===== src/rtl/seller_arb.sv =====
// seller_arb: grants one shared vending core to panel A or B, forwards the owner's
// coins, tracks its credit, and ends the session on vend, cancel or inactivity timeout.
module seller_arb #(
   parameter int TIMEOUT  = 200,
   parameter int CREDIT_W = 4
) (
   input  logic                clk_i,
   input  logic                rst_i,
   input  logic                a_req_i,
   input  logic                b_req_i,
   input  logic [2:0]          a_coin_i,
   input  logic [2:0]          b_coin_i,
   input  logic                a_cancel_i,
   input  logic                b_cancel_i,
   output logic                a_grant_o,
   output logic                b_grant_o,
   output logic                core_d1_o,
   output logic                core_d2_o,
   output logic                core_d3_o,
   output logic                core_rst_o,
   input  logic                core_out1_i,
   input  logic [1:0]          core_out2_i,
   output logic                vend_a_o,
   output logic                vend_b_o,
   output logic [1:0]          change_o,
   output logic                refund_valid_o,
   output logic [CREDIT_W-1:0] refund_units_o,
   output logic                busy_o
);

   localparam int TIMER_W = (TIMEOUT > 2) ? $clog2(TIMEOUT) : 1;

   typedef enum logic [1:0] {ST_IDLE = 2'd0, ST_SERVE = 2'd1, ST_ABORT = 2'd2} state_t;

   function automatic logic is_onehot3(input logic [2:0] c);
      return (c == 3'b100) || (c == 3'b010) || (c == 3'b001);
   endfunction

   function automatic logic [CREDIT_W-1:0] coin_value(input logic [2:0] c);
      case (c)
         3'b100:  return CREDIT_W'(1);
         3'b010:  return CREDIT_W'(2);
         3'b001:  return CREDIT_W'(4);
         default: return '0;
      endcase
   endfunction

   function automatic logic [CREDIT_W-1:0] sat_add(input logic [CREDIT_W-1:0] a,
                                                   input logic [CREDIT_W-1:0] b);
      logic [CREDIT_W:0] s;
      s = {1'b0, a} + {1'b0, b};
      if (s[CREDIT_W]) begin
         return '1;
      end else begin
         return s[CREDIT_W-1:0];
      end
   endfunction

   state_t               state_q;
   logic                 owner_q;   // 0 = A, 1 = B
   logic                 last_q;
   logic [CREDIT_W-1:0]  credit_q;
   logic [TIMER_W-1:0]   timer_q;
   logic                 a_grant_q, b_grant_q;
   logic                 d1_q, d2_q, d3_q;
   logic                 vend_a_q, vend_b_q;
   logic [1:0]           change_q;
   logic                 refund_valid_q;
   logic [CREDIT_W-1:0]  refund_units_q;
   logic                 busy_q;

   logic [2:0]           coin_s;
   logic                 cancel_s;
   logic                 coin_ok_s;
   logic [CREDIT_W-1:0]  credit_d;

   // Select the owner's coin/cancel and compute the credit after this cycle's coin.
   always_comb begin
      coin_s    = 3'b000;
      cancel_s  = 1'b0;
      if (owner_q) begin
         coin_s   = b_coin_i;
         cancel_s = b_cancel_i;
      end else begin
         coin_s   = a_coin_i;
         cancel_s = a_cancel_i;
      end
      coin_ok_s = is_onehot3(coin_s);
      if (coin_ok_s) begin
         credit_d = sat_add(credit_q, coin_value(coin_s));
      end else begin
         credit_d = credit_q;
      end
   end

   // Session FSM with all registered outputs.
   always_ff @(posedge clk_i) begin
      if (!rst_i) begin
         state_q        <= ST_IDLE;
         owner_q        <= 1'b0;
         last_q         <= 1'b1;
         credit_q       <= '0;
         timer_q        <= '0;
         a_grant_q      <= 1'b0;
         b_grant_q      <= 1'b0;
         d1_q           <= 1'b0;
         d2_q           <= 1'b0;
         d3_q           <= 1'b0;
         vend_a_q       <= 1'b0;
         vend_b_q       <= 1'b0;
         change_q       <= 2'b00;
         refund_valid_q <= 1'b0;
         refund_units_q <= '0;
         busy_q         <= 1'b0;
      end else begin
         d1_q           <= 1'b0;
         d2_q           <= 1'b0;
         d3_q           <= 1'b0;
         vend_a_q       <= 1'b0;
         vend_b_q       <= 1'b0;
         refund_valid_q <= 1'b0;
         case (state_q)
            ST_IDLE: begin
               credit_q <= '0;
               timer_q  <= '0;
               // Tie goes to the panel that was not served last.
               if (a_req_i && (!b_req_i || last_q)) begin
                  owner_q   <= 1'b0;
                  a_grant_q <= 1'b1;
                  busy_q    <= 1'b1;
                  state_q   <= ST_SERVE;
               end else if (b_req_i) begin
                  owner_q   <= 1'b1;
                  b_grant_q <= 1'b1;
                  busy_q    <= 1'b1;
                  state_q   <= ST_SERVE;
               end else begin
                  state_q   <= ST_IDLE;
               end
            end
            ST_SERVE: begin
               if (core_out1_i) begin
                  vend_a_q  <= ~owner_q;
                  vend_b_q  <= owner_q;
                  change_q  <= core_out2_i;
                  credit_q  <= '0;
                  last_q    <= owner_q;
                  a_grant_q <= 1'b0;
                  b_grant_q <= 1'b0;
                  busy_q    <= 1'b0;
                  state_q   <= ST_IDLE;
               end else if (cancel_s) begin
                  credit_q       <= credit_d;
                  refund_units_q <= credit_d;
                  refund_valid_q <= 1'b1;
                  a_grant_q      <= 1'b0;
                  b_grant_q      <= 1'b0;
                  state_q        <= ST_ABORT;
               end else if (coin_ok_s) begin
                  credit_q <= credit_d;
                  timer_q  <= '0;
                  d1_q     <= coin_s[2];
                  d2_q     <= coin_s[1];
                  d3_q     <= coin_s[0];
               end else if (timer_q == TIMER_W'(TIMEOUT - 1)) begin
                  refund_units_q <= credit_q;
                  refund_valid_q <= 1'b1;
                  a_grant_q      <= 1'b0;
                  b_grant_q      <= 1'b0;
                  state_q        <= ST_ABORT;
               end else begin
                  timer_q <= timer_q + TIMER_W'(1);
               end
            end
            ST_ABORT: begin
               last_q   <= owner_q;
               credit_q <= '0;
               timer_q  <= '0;
               busy_q   <= 1'b0;
               state_q  <= ST_IDLE;
            end
            default: begin
               a_grant_q <= 1'b0;
               b_grant_q <= 1'b0;
               credit_q  <= '0;
               timer_q   <= '0;
               busy_q    <= 1'b0;
               state_q   <= ST_IDLE;
            end
         endcase
      end
   end

   assign core_rst_o     = rst_i & (state_q != ST_ABORT);
   assign a_grant_o      = a_grant_q;
   assign b_grant_o      = b_grant_q;
   assign core_d1_o      = d1_q;
   assign core_d2_o      = d2_q;
   assign core_d3_o      = d3_q;
   assign vend_a_o       = vend_a_q;
   assign vend_b_o       = vend_b_q;
   assign change_o       = change_q;
   assign refund_valid_o = refund_valid_q;
   assign refund_units_o = refund_units_q;
   assign busy_o         = busy_q;

endmodule


===== config.mk =====
export PLATFORM = sky130hd
export DESIGN_NAME = seller_arb
export DESIGN_NICKNAME = d
export VERILOG_FILES = /design/src/rtl/seller_arb.sv
export SDC_FILE = /design/constraint.sdc
export NUM_CORES = 1
export LEC_CHECK = 0
export BUFFER_PORTS_ARGS = -buffer_cell sky130_fd_sc_hd__buf_2
export CAP_MARGIN = 10
export CORE_ASPECT_RATIO = 1.25
export CORE_UTILIZATION = 40
export DETAILED_ROUTE_END_ITERATION = 12
export PLACE_DENSITY = 0.6
export SETUP_SLACK_MARGIN = 0.15
export SLEW_MARGIN = 5
export SYNTH_ARGS = -nofsm -noshare
export SYNTH_HDL_FRONTEND = slang
export SYNTH_SLANG_ARGS = --single-unit

===== constraint.sdc =====
create_clock -name clk_i -period 3.2 [get_ports clk_i]
set_input_delay 0.96 -clock clk_i [delete_from_list [all_inputs] [get_ports clk_i]]
set_output_delay 0.96 -clock clk_i [all_outputs]
set_load 0.005 [all_outputs]

; Yosys cells after proc, flatten, opt, wreduce, memory -nomap -nowiden
; Index checks and enable logic that the tools add are counted.
[totals]
reg_bits = 31
n_memories = 0
ram_bits = 0
latchBits = 0
out_inout_bits = 16
in_bits = 15
mem_bits_ro = 0
[op_classes]
n_div = 0
reduce_logical = 23
addsub = 2
n_bitwise = 8
n_lt_le_gt_ge = 0
shift = 0
mul = 0
mux = 38
n_eq_ne = 16
[op_table]
columns = operator, n
row1 = $mux 4, 8
row2 = $mux 1, 17
row3 = $mux 8, 2
row4 = $ne 2x2->1 const B, 7
row5 = $reduce_and 2->1, 6
row6 = $pmux 3 s3, 1
row7 = $add 8x1->8 const B, 1
row8 = $eq 8x8->1 const B, 1
row9 = $mux 2, 4
row10 = $ne 4x4->1 const B, 2
row11 = $reduce_and 4->1, 2
row12 = $reduce_bool 2->1, 4
row13 = $not 1->1, 7
row14 = $pmux 1 s3, 2
row15 = $reduce_and 3->1, 2
row16 = $add 4x4->5, 1
row17 = $reduce_and 5->1, 1
row18 = $reduce_or 5->1, 1
row19 = $pmux 1 s2, 2
row20 = $pmux 2 s2, 1
row21 = $eq 3x1->1 const B, 1
row22 = $eq 3x2->1 const B, 1
row23 = $eq 3x3->1 const B, 1
row24 = $logic_or 1x1->1, 3
row25 = 9 further kinds, 9

; Logic depth before layout (Yosys ltp)
; Gate-level depths: netlist of run 1.
[logic_depth]
word_depth = 10
mapped_depth = 11
ltp_nobuf = 10

; Worst setup path after synthesis of run 1
; No wires, ideal clock.
[synth_path]
kind = input to register
startpoint = input port a_coin_i[1]
endpoint = register refund_units_q[3] (netlist: refund_units_o[3])
arrival_ns = 2.820
path_stages = 7
required_time_ns = 3.084
path_slack_ns = 0.265
n_path_buf = 0
setup_ns = 0.116
cell_sequence = mux2_4 nor3_4 ha_1 nor2b_1 or3_1 or3_1 a31o_1
[synth_via]
elab_chain_cells = 8
[synth_rtl]
columns = element, line
row1 = start: declaration, 11  ; input logic [2:0] a_coin_i,
row2 = $mux 3 *, 81  ; if (owner_q) begin
row3 = "$eq 3x1->1, or another cell as far along", "36, 40"
row4 = $pmux 3 s3, 40  ; case (c)
row5 = $mux 4, 89  ; if (coin_ok_s) begin
row6 = $add 4x4->5, 51  ; s = {1'b0, a} + {1'b0, b};
row7 = $mux 4, 52  ; if (s[CREDIT_W]) begin
row8 = $mux 4, 89
row9 = $mux 4, 152  ; end else if (cancel_s) begin
row10 = end signal: assignment, 154  ; refund_units_q <= credit_d;
row11 = end signal: assignment, 166  ; refund_units_q <= credit_q;
row12 = end: declaration, 69  ; logic [CREDIT_W-1:0] refund_units_q;
; Mark *: on every way between the ends. The rest lies on a longest branch, timed or not. The select of a mux whose other input is x is not followed.
; A chain may end at the register's enable or synchronous reset.

; Final worst setup path of run 1
[layout_path]
startpoint = input port a_coin_i[1]
endpoint = register refund_units_q[2] (netlist: refund_units_o[2])
; The elaborated chain is that of the path after synthesis.

==> results.env, run 1 <==
ROUTE.LAYER.MET1.WL_UM=1820
GRT_MAX_DEGREE=13
CTS_BUFFERS=5
INSTANCES_NO_FILL=291
START_UTIL_PCT=42.3
CTS_HTREE_LEVELS=2
DIE_HEIGHT_UM=75.9
FINCLKSKEW_PS=9.30
FINAL-SETUP-VIOL-COUNT=0
CLK_PIN_SLEW_WORST_PATHS_PS=70
MULTI_INPUT_COMB_AREA_UM2=1060
AVGROUTEDWIREPERCELL_UM=13.7
POSTSYNTHREGISTERBITS=31
CTS.HOLD.BUFFERS_ADDED=0
CLK-INSERTION-DELAY-LATE_PS=290
PLACED_AREA_UM2=1970
POST_SYNTH_INSTANCE_AREA_UM2=1750
FLOORPLAN.DIE.WIDTH_UM=61.1
CPLARGESTDELAYFAMILY='adder cells'
WIRELENGTH_UM=3980
POST_ROUTE_DRC_VIOLATION_COUNT=0
SYNTHDISTINCTLIBCELLS=53
MAX_CAP_VIOL_COUNT=0
NETLIST_INSTANCES=198
TOP_LEVEL_PORTS=31
FINAL_DESIGN_AREA_NO_FILL_UM2=2080
FINALWORSTSETUPSLACK_PS=379
CORE_AREA_UM2=4130
POWER_PER_UNIT_OF_STANDARD_CELL_AREA_nW_PER_UM2=470
TIGHTEST_SLEW_PS=664
DETAILROUTE.WIRELENGTH.MET2_UM=1920
AREA_DELTA_SYNTH_FINAL_PCT=19.2
LAYOUT.FILLER_CELLS=433
SEQUENTIAL_CELL_AREA_UM2=621
LAYOUT_MIN_CYCLE_TIME_PS=2820
IO_BUFFERS=30
P_LEAK_nW=0.857
GLOBAL_ROUTE.OVERFLOW_TOTAL=0
GRT_PASS1_WL_UM=6980
MOSTFREQUENTLAYOUTCELL='sky130_fd_sc_hd__dfxtp_1'
CP-START-KIND='input port'
ENDPOINT_KIND='register'
RESULT_OF_THE_RUN='finished clean'
CTS.REPAIR_TIMING.SETUP_BUFFER_COUNT=0
DR.FIRST_ITER.DRC_COUNT=55
INITIAL_ANTENNA_VIOLATION_COUNT=0
CRITICAL_PATH_CLASS='in2reg'
ANTENNADIODECOUNT=0
UNREPAIRED_SETUP_ENDPOINTS_AFTER_GLOBAL_ROUTING='no'
FMAXACHIEVABLE_GHz=0.354
CTSROOTBUFFERMASTER='sky130_fd_sc_hd__clkbuf_8'
TRITONCTS_CLOCK_TREE='yes'
SYN_NETS=218
FINAL_NET_COUNT=254
LAYOUT.CELLS.MOST_COMMON_LIST='sky130_fd_sc_hd__dfxtp_1 (31), sky130_fd_sc_hd__buf_2 (30), sky130_fd_sc_hd__nor2_1 (17), sky130_fd_sc_hd__nand2_1 (17), sky130_fd_sc_hd__nand3_1 (11)'
PRE_CTS_SLACK_PS=59.0
CTS-ROOT-TO-SINK-BUFFERS=2
FIN_CRIT_SH_PCT=88.2
CRITPATHMAXSTAGEDELAY_PS=410
SYNTH.YOSYS.WARNINGS=0
CRIT_PATH_SLOWEST_CELL='sky130_fd_sc_hd__fa_1'
FIN_UTIL_PCT=50.4
WORST-ENDPOINT-REQUIRED_PS=3400
ROWS=26
CP_CELL_SEQUENCE='buf_2 -> mux2_4 -> nor3_1 -> ha_1 -> inv_1 -> fa_1 -> xnor2_1 -> o22ai_1 -> a31oi_1 -> nand3_1 -> o32ai_2'
PLACEDCELLCOUNT=283
HOLD-WORST-SLACK_PS=447
CRITICAL_PATH_PEAK_FANOUT=9
DRT_FIRST_PASS_ITERS=4
ROUTE.TOP_LAYER_USED='met4'
MET3ROUTEDLENGTH_UM=162
OVERALL_ROUTING_RESOURCE_USAGE_PCT=19.8
MIN-DELAY-PATH-CLASS='reg2reg'
DP.FINAL_HPWL_UM=3060
YOSYSSEQAREASHARE_PCT=35.5
FINALHOLDVIOLCOUNT=0
SETUP_TNS_PS=0
DETAILROUTE.VIA_COUNT=1571
CRITICAL_PATH_BUF_INV_COUNT=2
POST_ROUTE_CELLS_DRIVE_ABOVE_1_SHARE_PCT=26.0
VIAS_IN_THE_FIRST_GLOBAL_ROUTE=1533
NORMALIZED_MAX_SLEW_MARGIN_PCT=55.6
DIE_AREA_UM2=4640
ANT_NETS=0
CP_DATA_ARRIVAL_TIME_PS=3020
IR_WORST_VDD_uV=236
SYN_AVG_CELL_AREA_UM2=8.83
CTS.SINK_COUNT=31
PLACE.GP.CONGESTION=0.872
DRV_SLEW=0
FINALPOWER_mW=0.980
CTS-RESIZED-GATES=0
VIAS_PER_CELL=5.40
==> where the power goes <==
group	total, mW	switching [mW]	internal (mW)
Combinational	0.170	0.0995	0.0709
Sequential	0.408	0.0102	0.398
Clock	0.401	0.150	0.252
==> worst register-to-register path, delay by kind of cell, from the launching register on <==
family / cells / cell delay, ps
AO/OA/AOI/OAI: 3 / 490
XOR/XNOR: 1 / 150
buffers and inverters: 1 / 60
flip-flops: 1 / 580
adder cells (fa/ha/maj): 2 / 610
multiplexers: 1 / 410
AND/OR/NAND/NOR: 2 / 330
==> state kept, by name, summed over array words and instances, names as in the netlist <==
register / cells
timer_q: 8
credit_q: 4
refund_units_o: 4
change_o: 2
state_q: 2
a_grant_o: 1
b_grant_o: 1
busy_o: 1
core_d1_o: 1
core_d2_o: 1
core_d3_o: 1
last_q: 1
owner_q: 1
refund_valid_o: 1
vend_a_o: 1
vend_b_o: 1
==> Yosys cell counts, drive strengths merged <==
| master | count | area share [%] |
|---|---|---|
| and4 | 3 | 1.5 |
| o211a | 2 | 1.1 |
| or2 | 1 | 0.36 |
| o32ai | 1 | 0.93 |
| fa | 1 | 1.1 |
| and3 | 4 | 1.4 |
| nor4 | 2 | 1.1 |
| a21boi | 1 | 0.43 |
| nand4b | 2 | 1.0 |
| and2 | 2 | 0.72 |
| nor2b | 3 | 1.1 |
| o21ai | 11 | 3.1 |
| clkbuf | 2 | 0.43 |
| o211ai | 3 | 1.3 |
| a211oi | 6 | 2.9 |
| xnor2 | 4 | 2.4 |
| nand2b | 6 | 2.1 |
| ha | 4 | 2.9 |
| a21o | 2 | 0.93 |
| o22ai | 1 | 0.36 |
| a31o | 1 | 0.50 |
| a22oi | 2 | 0.86 |
| a31oi | 4 | 1.4 |
| dfxtp | 31 | 36 |
| xor2 | 2 | 1.0 |
| nor3 | 4 | 1.8 |
| a21oi | 11 | 3.6 |
| nor4bb | 1 | 0.57 |
| nor3b | 1 | 0.43 |
| mux2 | 4 | 3.0 |
| nand2 | 17 | 3.7 |
| inv | 7 | 1.5 |
| mux2i | 7 | 4.9 |
| nand4 | 5 | 1.8 |
| o31ai | 1 | 0.43 |
| nand3 | 11 | 3.1 |
| buf | 4 | 1.9 |
| or3 | 3 | 1.1 |
| o31a | 3 | 1.6 |
| nor2 | 18 | 4.0 |
==> kinds of logic after synthesis <==
logic type	synth area share [%]
mux	7.95
flops	35.5
xor+xnor	3.44
fa+ha+maj	4.01
compound gates	19.5
buf+inv	3.79
simple gates	25.8
==> per-layer routing <==
metal | GRT usage, % | vias to the layer above
met2 | 29.8 | 29
met1 | 25.8 | 735
met5 | 0 | -
met3 | 6.31 | 7
met4 | 7.50 | 0
li1 | - | 800
==> area by class of cell <==
class / instances / area share, %
multi-input cells: 154 / 50.9
well taps: 56 / 3.36
flip-flops and latches: 31 / 29.8
inverters: 7 / 1.26
clock buffers: 6 / 3.96
repair buffers: 35 / 9.01
clock inverters: 2 / 1.68
==> path summary, 6_finish.rpt <==
kind	from	to	slack, ps	depth (start not counted)
worst max-delay path	a_coin_i[1]	refund_units_o[2]	380	11
worst min-delay path	busy_o	busy_o	450	2
worst min register to register	busy_o	busy_o	450	2
worst max register to register	owner_q	refund_units_o[2]	490	10
No activity file was read; power rests on OpenSTA's default activity.
==> run 2: changes to the inputs <==
Settings changed: BUFFER_PORTS_ARGS -buffer_cell sky130_fd_sc_hd__buf_2 to unset, DONT_BUFFER_PORTS set to 1, PLACE_DENSITY 0.6 to 0.54, REMOVE_ABC_BUFFERS set to 1.
==> run 2 against run 1 <==
Against the previous run: routed wire length is 1.7% lower; non-clock buffer count down 30; die area is the same; critical endpoint unchanged; largest power group unchanged.
==> results.env, run 2 (same netlist as run 1, synthesis figures left out) <==
IO_BUFFERS=0  # was 30
AVGROUTEDWIREPERCELL_UM=15.0  # was 13.7 µm
LAYOUT_MIN_CYCLE_TIME_PS=2740  # was 2820 ps
CORE_AREA_UM2=4130  # unchanged
TOP_LEVEL_PORTS=31  # unchanged
CTS.HOLD.BUFFERS_ADDED=0  # unchanged
LARGEST_REG_FLOPS=8  # unchanged
SETUP_TNS_PS=0  # unchanged
TIGHTEST_SLEW_PS=637  # was 664 ps
ANT_NETS=0  # unchanged
PLACE.GP.CONGESTION=0.933  # was 0.872
OVERALL_ROUTING_RESOURCE_USAGE_PCT=19.2  # was 19.8%
FINAL_NET_COUNT=224  # was 254
DRT_FIRST_PASS_ITERS=4  # unchanged
GRT_MAX_DEGREE=13  # unchanged
INITIAL_ANTENNA_VIOLATION_COUNT=0  # unchanged
FINCLKSKEW_PS=4.50  # was 9.30 ps
UNREPAIRED_SETUP_ENDPOINTS_AFTER_GLOBAL_ROUTING='no'  # unchanged
PLACED_AREA_UM2=1820  # was 1970 µm²
START_UTIL_PCT=42.3  # unchanged
CTS_BUFFERS=5  # unchanged
DIE_AREA_UM2=4640  # unchanged
ROWS=26  # unchanged
VIAS_IN_THE_FIRST_GLOBAL_ROUTE=1389  # was 1533
DP.FINAL_HPWL_UM=3060  # about the same
FINALHOLDVIOLCOUNT=0  # unchanged
LAYOUT.CELLS.MOST_COMMON_LIST='sky130_fd_sc_hd__dfxtp_1 (31), sky130_fd_sc_hd__nor2_1 (17), sky130_fd_sc_hd__nand2_1 (17)'  # was sky130_fd_sc_hd__dfxtp_1 (31), sky130_fd_sc_hd__buf_2 (30), sky130_fd_sc_hd__nor2_1 (17), sky130_fd_sc_hd__nand2_1 (17), sky130_fd_sc_hd__nand3_1 (11)
WIRELENGTH_UM=3910  # was 3980 µm
LAYOUT.FILLER_CELLS=409  # was 433
CRITICAL_PATH_CLASS='in2reg'  # unchanged
TRITONCTS_CLOCK_TREE='yes'  # unchanged
CP-START-KIND='input port'  # unchanged
POST_ROUTE_CELLS_DRIVE_ABOVE_1_SHARE_PCT=15.1  # was 26.0%
GLOBAL_ROUTE.OVERFLOW_TOTAL=0  # unchanged
CP_DATA_ARRIVAL_TIME_PS=2940  # was 3020 ps
DR.FIRST_ITER.DRC_COUNT=74  # was 55
CTSROOTBUFFERMASTER='sky130_fd_sc_hd__clkbuf_8'  # unchanged
FMAXACHIEVABLE_GHz=0.365  # was 0.354 GHz
INSTANCES_NO_FILL=261  # was 291
CTS-ROOT-TO-SINK-BUFFERS=2  # unchanged
FINAL_DESIGN_AREA_NO_FILL_UM2=1930  # was 2080 µm²
POST_ROUTE_DRC_VIOLATION_COUNT=0  # unchanged
CLK-INSERTION-DELAY-LATE_PS=280  # was 290 ps
HOLD-WORST-SLACK_PS=462  # was 447 ps
AREA_DELTA_SYNTH_FINAL_PCT=10.6  # was 19.2%
FINAL-SETUP-VIOL-COUNT=0  # unchanged
ENDPOINT_KIND='register'  # unchanged
POWER_PER_UNIT_OF_STANDARD_CELL_AREA_nW_PER_UM2=494  # was 470 nW/µm²
MAX_CAP_VIOL_COUNT=0  # unchanged
PRE_CTS_SLACK_PS=182  # was 59.0 ps
CTS-RESIZED-GATES=0  # unchanged
MOSTFREQUENTLAYOUTCELL='sky130_fd_sc_hd__dfxtp_1'  # unchanged
RESULT_OF_THE_RUN='finished clean'  # unchanged
FINALWORSTSETUPSLACK_PS=462  # was 379 ps
NORMALIZED_MAX_SLEW_MARGIN_PCT=57.5  # was 55.6%
MIN-DELAY-PATH-CLASS='reg2reg'  # unchanged
PLACEDCELLCOUNT=253  # was 283
CTS.REPAIR_TIMING.SETUP_BUFFER_COUNT=0  # unchanged
VIAS_PER_CELL=5.56  # was 5.40
FIN_CRIT_SH_PCT=85.6  # was 88.2%
GRT_PASS1_WL_UM=6630  # was 6980 µm
DIE_HEIGHT_UM=75.9  # unchanged
DRV_SLEW=0  # unchanged
CRITICAL_PATH_PEAK_FANOUT=9  # unchanged
FIN_UTIL_PCT=46.8  # was 50.4%
FINALPOWER_mW=0.955  # was 0.980 mW
TOP_REGISTER='timer_q'  # unchanged
WORST-ENDPOINT-REQUIRED_PS=3400  # about the same
DETAILROUTE.VIA_COUNT=1452  # was 1571
CTS_HTREE_LEVELS=2  # unchanged
IR_WORST_VDD_uV=270  # was 236 µV
CTS.SINK_COUNT=31  # unchanged
FLOORPLAN.DIE.WIDTH_UM=61.1  # unchanged
ANTENNADIODECOUNT=0  # unchanged
P_LEAK_nW=0.717  # was 0.857 nW
CLK_PIN_SLEW_WORST_PATHS_PS=70  # about the same
## run 2: changes by cell type in the layout (fill, tap and decap cells not counted)
cell | before | now
sky130_fd_sc_hd__buf_2 | 30 | 0
## run 2: final cells by class
| type | instances | area (µm²) | share of cell area, % |
|---|---|---|---|
| flip-flops and latches | 31 | 621 | 32.1 |
| multi-input cells | 154 | 1060 | 54.9 |
| well taps | 56 | 70.1 | 3.62 |
| inverters | 7 | 26.3 | 1.36 |
| repair buffers | 5 | 37.5 | 1.94 |
| clock buffers | 6 | 82.6 | 4.27 |
| clock inverters | 2 | 35.0 | 1.81 |
## run 2: layer usage
layer  track usage (%)  vias up  wire, µm
met3              7.17        2       236
met1              24.1      683      1680
met5                 0        -         0
li1                  -      739         -
met4              6.14        0        24
met2              29.8       28      1970
## run 2: worst max-delay path, cell delays in order
cell and delay (ps):
sky130_fd_sc_hd__mux2_4 320, sky130_fd_sc_hd__nor3_1 220, sky130_fd_sc_hd__ha_1 200, sky130_fd_sc_hd__inv_1 50, sky130_fd_sc_hd__fa_1 410, sky130_fd_sc_hd__xnor2_1 160, sky130_fd_sc_hd__o22ai_1 130, sky130_fd_sc_hd__a31oi_1 170
sky130_fd_sc_hd__nand3_1 110, sky130_fd_sc_hd__o32ai_2 200
## run 2: worst paths after layout
| kind | to | slack, ps | start | depth (start not counted) |
|---|---|---|---|---|
| worst min register to register | busy_o | 460 | busy_o | 2 |
| worst max-delay path | refund_units_o[2] | 460 | a_coin_i[1] | 10 |
| worst max register to register | refund_units_o[2] | 550 | owner_q | 10 |
| worst min-delay path | busy_o | 460 | busy_o | 2 |
## run 2: report_power, final
group	internal, mW	switching (mW)	total [mW]
clock	0.252	0.146	0.398
sequential	0.398	0.0116	0.410
combinational	0.0598	0.0875	0.147
total	0.710	0.245	0.955
